$ cat config.mk
export PLATFORM = sky130hd
export DESIGN_NAME = flood_reveal_ctrl
export DESIGN_NICKNAME = d
export VERILOG_FILES = /design/src/rtl/flood_reveal_ctrl.sv
export SDC_FILE = /design/constraint.sdc
export NUM_CORES = 2
export LEC_CHECK = 0
export ABC_AREA = 1
export ABC_CLOCK_PERIOD_IN_PS = 9900
export CAP_MARGIN = 20
export CORE_MARGIN = 4
export CORE_UTILIZATION = 40
export CTS_CLUSTER_DIAMETER = 30
export DETAILED_ROUTE_END_ITERATION = 8
export HOLD_SLACK_MARGIN = 0.02
export SLEW_MARGIN = 30
export SYNTH_ARGS = -nofsm -noshare
export SYNTH_HDL_FRONTEND = slang
export SYNTH_SLANG_ARGS = --single-unit
export TNS_END_PERCENT = 20
$ cat constraint.sdc
create_clock -name clk_i -period 9.9 [get_ports clk_i]
set_clock_uncertainty 0.05 [all_clocks]
set_input_delay 1.485 -clock clk_i [delete_from_list [all_inputs] [get_ports clk_i]]
set_output_delay 1.485 -clock clk_i [all_outputs]
set_load 0.005 [all_outputs]
$ cat src/rtl/flood_reveal_ctrl.sv
// Open/flag command sequencer for the mine board and its cover.
// A zero-count open floods connected zero regions via a FIFO and a visited bitmap.
module flood_reveal_ctrl #(
  parameter int unsigned X_BITS = 4,
  parameter int unsigned Y_BITS = 4
) (
  input  logic                   clk_i,
  input  logic                   rst_ni,
  input  logic                   cmd_valid_i,
  output logic                   cmd_ready_o,
  input  logic                   cmd_flag_i,
  input  logic [X_BITS-1:0]      cmd_x_i,
  input  logic [Y_BITS-1:0]      cmd_y_i,
  output logic [X_BITS-1:0]      cell_x_o,
  output logic [Y_BITS-1:0]      cell_y_o,
  input  logic [4:0]             board_val_i,
  input  logic [1:0]             cover_val_i,
  output logic                   cover_open_o,
  output logic                   cover_flag_o,
  output logic                   busy_o,
  output logic                   done_o,
  output logic                   game_over_o,
  output logic [X_BITS+Y_BITS:0] revealed_count_o
);

  localparam int unsigned AW    = X_BITS + Y_BITS;
  localparam int unsigned Cells = 1 << AW;
  localparam logic [X_BITS-1:0] XOne = 1;
  localparam logic [Y_BITS-1:0] YOne = 1;
  localparam logic [X_BITS-1:0] XMax = '1;
  localparam logic [Y_BITS-1:0] YMax = '1;

  typedef enum logic [2:0] {
    StIdle, StCheck, StDecide, StPush, StPop, StFcheck, StFdecide
  } state_e;

  state_e            state_q;
  logic [X_BITS-1:0] cur_x_q;
  logic [Y_BITS-1:0] cur_y_q;
  logic [2:0]        k_q;
  logic [Cells-1:0]  visited_q;
  logic [AW:0]       wr_ptr_q, rd_ptr_q;
  logic              game_over_q;
  logic [AW:0]       revealed_q;
  logic [AW-1:0]     fifo_mem [Cells];

  logic              covered, open_hit, mine_hit, fifo_empty, accept;
  logic              x_dec, x_inc, y_dec, y_inc, nb_in, push_en;
  logic [X_BITS-1:0] nb_x;
  logic [Y_BITS-1:0] nb_y;
  logic [AW-1:0]     nb_idx, cmd_idx;

  assign covered    = (cover_val_i == 2'b00);
  assign open_hit   = (state_q == StDecide) && covered;
  assign mine_hit   = open_hit && board_val_i[4];
  assign fifo_empty = (wr_ptr_q == rd_ptr_q);
  assign cmd_idx    = {cmd_y_i, cmd_x_i};
  assign accept     = cmd_valid_i && cmd_ready_o;

  // Neighbor k in raster order around the current cell, rejected at the board edge.
  always_comb begin
    x_dec = 1'b0;
    x_inc = 1'b0;
    y_dec = 1'b0;
    y_inc = 1'b0;
    unique case (k_q)
      3'd0: begin x_dec = 1'b1; y_dec = 1'b1; end
      3'd1: y_dec = 1'b1;
      3'd2: begin x_inc = 1'b1; y_dec = 1'b1; end
      3'd3: x_dec = 1'b1;
      3'd4: x_inc = 1'b1;
      3'd5: begin x_dec = 1'b1; y_inc = 1'b1; end
      3'd6: y_inc = 1'b1;
      3'd7: begin x_inc = 1'b1; y_inc = 1'b1; end
      default: ;
    endcase
    nb_x = cur_x_q;
    nb_y = cur_y_q;
    if (x_dec) nb_x = cur_x_q - XOne;
    else if (x_inc) nb_x = cur_x_q + XOne;
    if (y_dec) nb_y = cur_y_q - YOne;
    else if (y_inc) nb_y = cur_y_q + YOne;
    nb_in = !((x_dec && cur_x_q == '0) || (x_inc && cur_x_q == XMax) ||
              (y_dec && cur_y_q == '0) || (y_inc && cur_y_q == YMax));
  end

  assign nb_idx  = {nb_y, nb_x};
  assign push_en = (state_q == StPush) && nb_in && !visited_q[nb_idx];

  always_ff @(posedge clk_i) begin
    if (push_en) fifo_mem[wr_ptr_q[AW-1:0]] <= nb_idx;
  end

  always_ff @(posedge clk_i or negedge rst_ni) begin
    if (!rst_ni) begin
      state_q     <= StIdle;
      cur_x_q     <= '0;
      cur_y_q     <= '0;
      k_q         <= '0;
      visited_q   <= '0;
      wr_ptr_q    <= '0;
      rd_ptr_q    <= '0;
      game_over_q <= 1'b0;
      revealed_q  <= '0;
    end else begin
      unique case (state_q)
        StIdle: begin
          if (accept) begin
            cur_x_q            <= cmd_x_i;
            cur_y_q            <= cmd_y_i;
            visited_q          <= '0;
            visited_q[cmd_idx] <= 1'b1;
            wr_ptr_q           <= '0;
            rd_ptr_q           <= '0;
            state_q            <= cmd_flag_i ? StFcheck : StCheck;
          end
        end
        StCheck: state_q <= StDecide;
        StDecide: begin
          if (!covered) begin
            state_q <= StPop;
          end else begin
            revealed_q <= revealed_q + 1'b1;
            if (board_val_i[4]) begin
              game_over_q <= 1'b1;
              rd_ptr_q    <= wr_ptr_q;
              state_q     <= StIdle;
            end else if (board_val_i[3:0] == 4'd0) begin
              k_q     <= '0;
              state_q <= StPush;
            end else begin
              state_q <= StPop;
            end
          end
        end
        StPush: begin
          if (push_en) begin
            wr_ptr_q          <= wr_ptr_q + 1'b1;
            visited_q[nb_idx] <= 1'b1;
          end
          k_q <= k_q + 1'b1;
          if (k_q == 3'd7) state_q <= StPop;
        end
        StPop: begin
          if (fifo_empty) begin
            state_q <= StIdle;
          end else begin
            {cur_y_q, cur_x_q} <= fifo_mem[rd_ptr_q[AW-1:0]];
            rd_ptr_q           <= rd_ptr_q + 1'b1;
            state_q            <= StCheck;
          end
        end
        StFcheck:  state_q <= StFdecide;
        StFdecide: state_q <= StIdle;
        default:   state_q <= StIdle;
      endcase
    end
  end

  assign cmd_ready_o      = (state_q == StIdle) && !game_over_q;
  assign busy_o           = (state_q != StIdle);
  assign cell_x_o         = cur_x_q;
  assign cell_y_o         = cur_y_q;
  assign cover_open_o     = open_hit;
  assign cover_flag_o     = (state_q == StFdecide) && !cover_val_i[1];
  assign done_o           = mine_hit || ((state_q == StPop) && fifo_empty) ||
                            (state_q == StFdecide);
  assign game_over_o      = game_over_q || mine_hit;
  assign revealed_count_o = revealed_q;

endmodule

==> metrics <==
fin crit period=6.90 ns; Reg-to-Reg End=fifo_mem[197][3]; largest family of logic cells by synthesized area=simple AND/OR/NAND/NOR gates; power per standard cell area=361 nW/um^2; final worst slack=3.00 ns; CTS resizes=0; height of the die=510 um; Setup Crit Path Kind=flop to flop; Worst-Skew Late Latency=1.01 ns; sum of negative setup slack=0 ns; Syn Nets=9037; DR iter-0 viols=9970; core area=251000 sq um; Routed WL=311 mm; count leader, synth=edfxtp_1; Final Max Slew Viols=0; Post-CTS Setup Bufs=0; Synth Area in XOR/XNOR=0.243%; CP Capture Type=flop; maximum VDD drop=0.553 mV; io pins=42; Seq cells post-synth=2346; Post-Synth Adder-Cell Area=0.223%; vias in the first global route=71510; Syn Inst Count=9000; number of synthesized flops with an enable pin=2048; Lkg Pwr=41.8 nW; Synth Flop Type=edfxtp_1; Starting Density=40.2%; first-pass GRT wire length=463 mm; Compound-Gate Fraction of Synth Area=13.1%; area share of and/or/nand/nor cells after synthesis=14.7%; Worst-Margin Slew=1.10 ns; Tot GR Track Use=23.2%; biggest area consumer among synthesized cells=edfxtp_1; clock slew at reported path FFs=0.05 ns; Hold Crit Class=input port to async pin; hpwl dp=169 mm; CTS max path bufs=4; initial antenna violation count=4; WHS=0.328 ns; H-tree Lvls=5; fin nets=8972; CTS Buf Count=460; dpl ws=2.94 ns; Layout area overhead=19.0%; commonest cells in the netlist=edfxtp_1, nand2_1, nor2_1; Mapped Area=101000 sq um; Netlist cell types=43; r2r setup slk=3.00 ns; critical-path maximum fanout=65; CTS tree=done; top cells by area, synth=edfxtp_1, dfrtp_1, o21ai_0; Fin. Hold Viols=0; period utilization=69.7%; Worst setup SP type=flop; FF-to-FF path depth=22; synthesized area per cell=11.2 sq um; area share of the largest cell type after synthesis=61.0%; TritonCTS Sinks=2346; largest net degree at the start of global routing=211; Worst Path Arrival=7.42 ns; RSZ-0062 raised after global routing=false; Wirelength per Cell=24.5 um; # DRC=0; Rows=184; Critical Path RT=10.43 ns; DR vias=75112; status=finished clean; layout cells sized above 1=12.1%; die span in x=510 um; fmax=0.145 GHz; Max Cap Viol=0; post-cts hold buffer count=0; CTS Root Cell=clkbuf_16; placer's final routability congestion estimate=0.880; reg2reg start=k_q[0]; Routed Antenna Nets=0; Via density=5.93; relative slew slack=26.7%; mux cell area share after synthesis=0%; Die ar.=260000 sq um; Final Util=47.8%; Ys Warns=0; sequential share of the synthesized area=68.4%; share of async-settable or async-resettable flops after synthesis=12.7%; drt first pass iters=8; gr ovfl total=0; PortBufs=41; Setup-failing EPs final=0
-- layout make-up --
class	count	area [sq um]
diodes	3	7.51
well taps	3348	4190
clock inverters	321	3580
flip-flops and latches	2346	69000
fillers	22075	131000
multi-input cells	5821	28800
clock buffers	522	12100
inverters	110	498
repair buffers	196	1880
-- cell usage in the layout, fill, tap and decap left out, types with 87 or more instances in the layout --
| cell type | instances |
|---|---|
| buf_4 | 127 |
| nor3_2 | 142 |
| o21ai_0 | 1053 |
| nand2_1 | 1328 |
| nor2_1 | 1223 |
| dfrtp_1 | 294 |
| edfxtp_1 | 2048 |
| o22ai_1 | 561 |
| clkinv_2 | 87 |
| clkbuf_16 | 471 |
| nand3_1 | 684 |
| a21oi_1 | 392 |
| inv_1 | 89 |
| o221ai_1 | 210 |
-- per-layer routing --
metal	track usage, %	vias up	share of wire [%]
li1	-	33016	-
met1	31.9	37255	40
met2	36.5	4087	47
met3	4.20	752	9.1
met4	9.41	2	3.9
met5	0	-	0.0045
-- cell families after synthesis --
group / Yosys count
xor gates and xnor gates: 28
and+or+nand+nor: 3477
DFF: 2346
AOI/OAI and AO/OA: 2298
buffers and inverters: 833
adders and majority gates: 18
-- worst max-delay path, cell delays in order (launching register included) --
cell and delay, ns:
dfrtp_1 0.41, ha_1 0.25, ha_1 0.19, inv_1 0.14, nand2_1 0.09, nor2_1 0.28
nand2_2 0.11, nand2_4 0.21, nand2_4 0.53, buf_4 0.58, nand2_1 0.14, nand2_1 0.07
nand2_1 0.06, nand2_1 0.07, nand2_1 0.06, nand2_1 0.13, o21ai_1 0.19, nand2_1 0.07
nor2_1 0.23, nor2_1 0.12, nor2_4 0.42, nand4_1 0.92, nor2_1 1.02
-- sequential cells by signal (all words and copies together) (netlist names) --
register / cells
cell_x_o: 4
cell_y_o: 4
fifo_mem: 2048
game_over_q: 1
k_q: 3
rd_ptr_q: 9
revealed_count_o: 9
state_q: 3
visited_q: 256
wr_ptr_q: 9
-- power breakdown --
part           internal [mW]  switching, mW
combinational           2.34           10.3
sequential              14.8          0.421
clock                   10.3           5.19
total                   27.5           15.9
-- how the worst max path moves through the flow --
stage	startpoint	endpoint	slack, ns	cells after the start
5_1_grt	k_q[0]	visited_q[112]	2.79	24
3_5_place_dp	k_q[0]	visited_q[148]	2.94	24
6_report	k_q[0]	fifo_mem[197][3]	3.00	22
4_1_cts	k_q[0]	visited_q[32]	2.87	24
3_3_place_gp	k_q[0]	fifo_mem[101][3]	3.07	22
2_1_floorplan	k_q[0]	fifo_mem[251][0]	2.02	21
-- metrics by stage --
step | cells | cell area, sq um | power (mW)
4_1_cts | 12656 | 120000 | 43.2
3_3_place_gp | 11813 | 104000 | 27.4
3_5_place_dp | 11813 | 104000 | 27.7
2_1_floorplan | 9000 | 101000 | 22.7
6_report | 12667 | 120000 | 43.4
5_1_grt | 12666 | 120000 | 44.9
(Power assumes the default switching activity.)
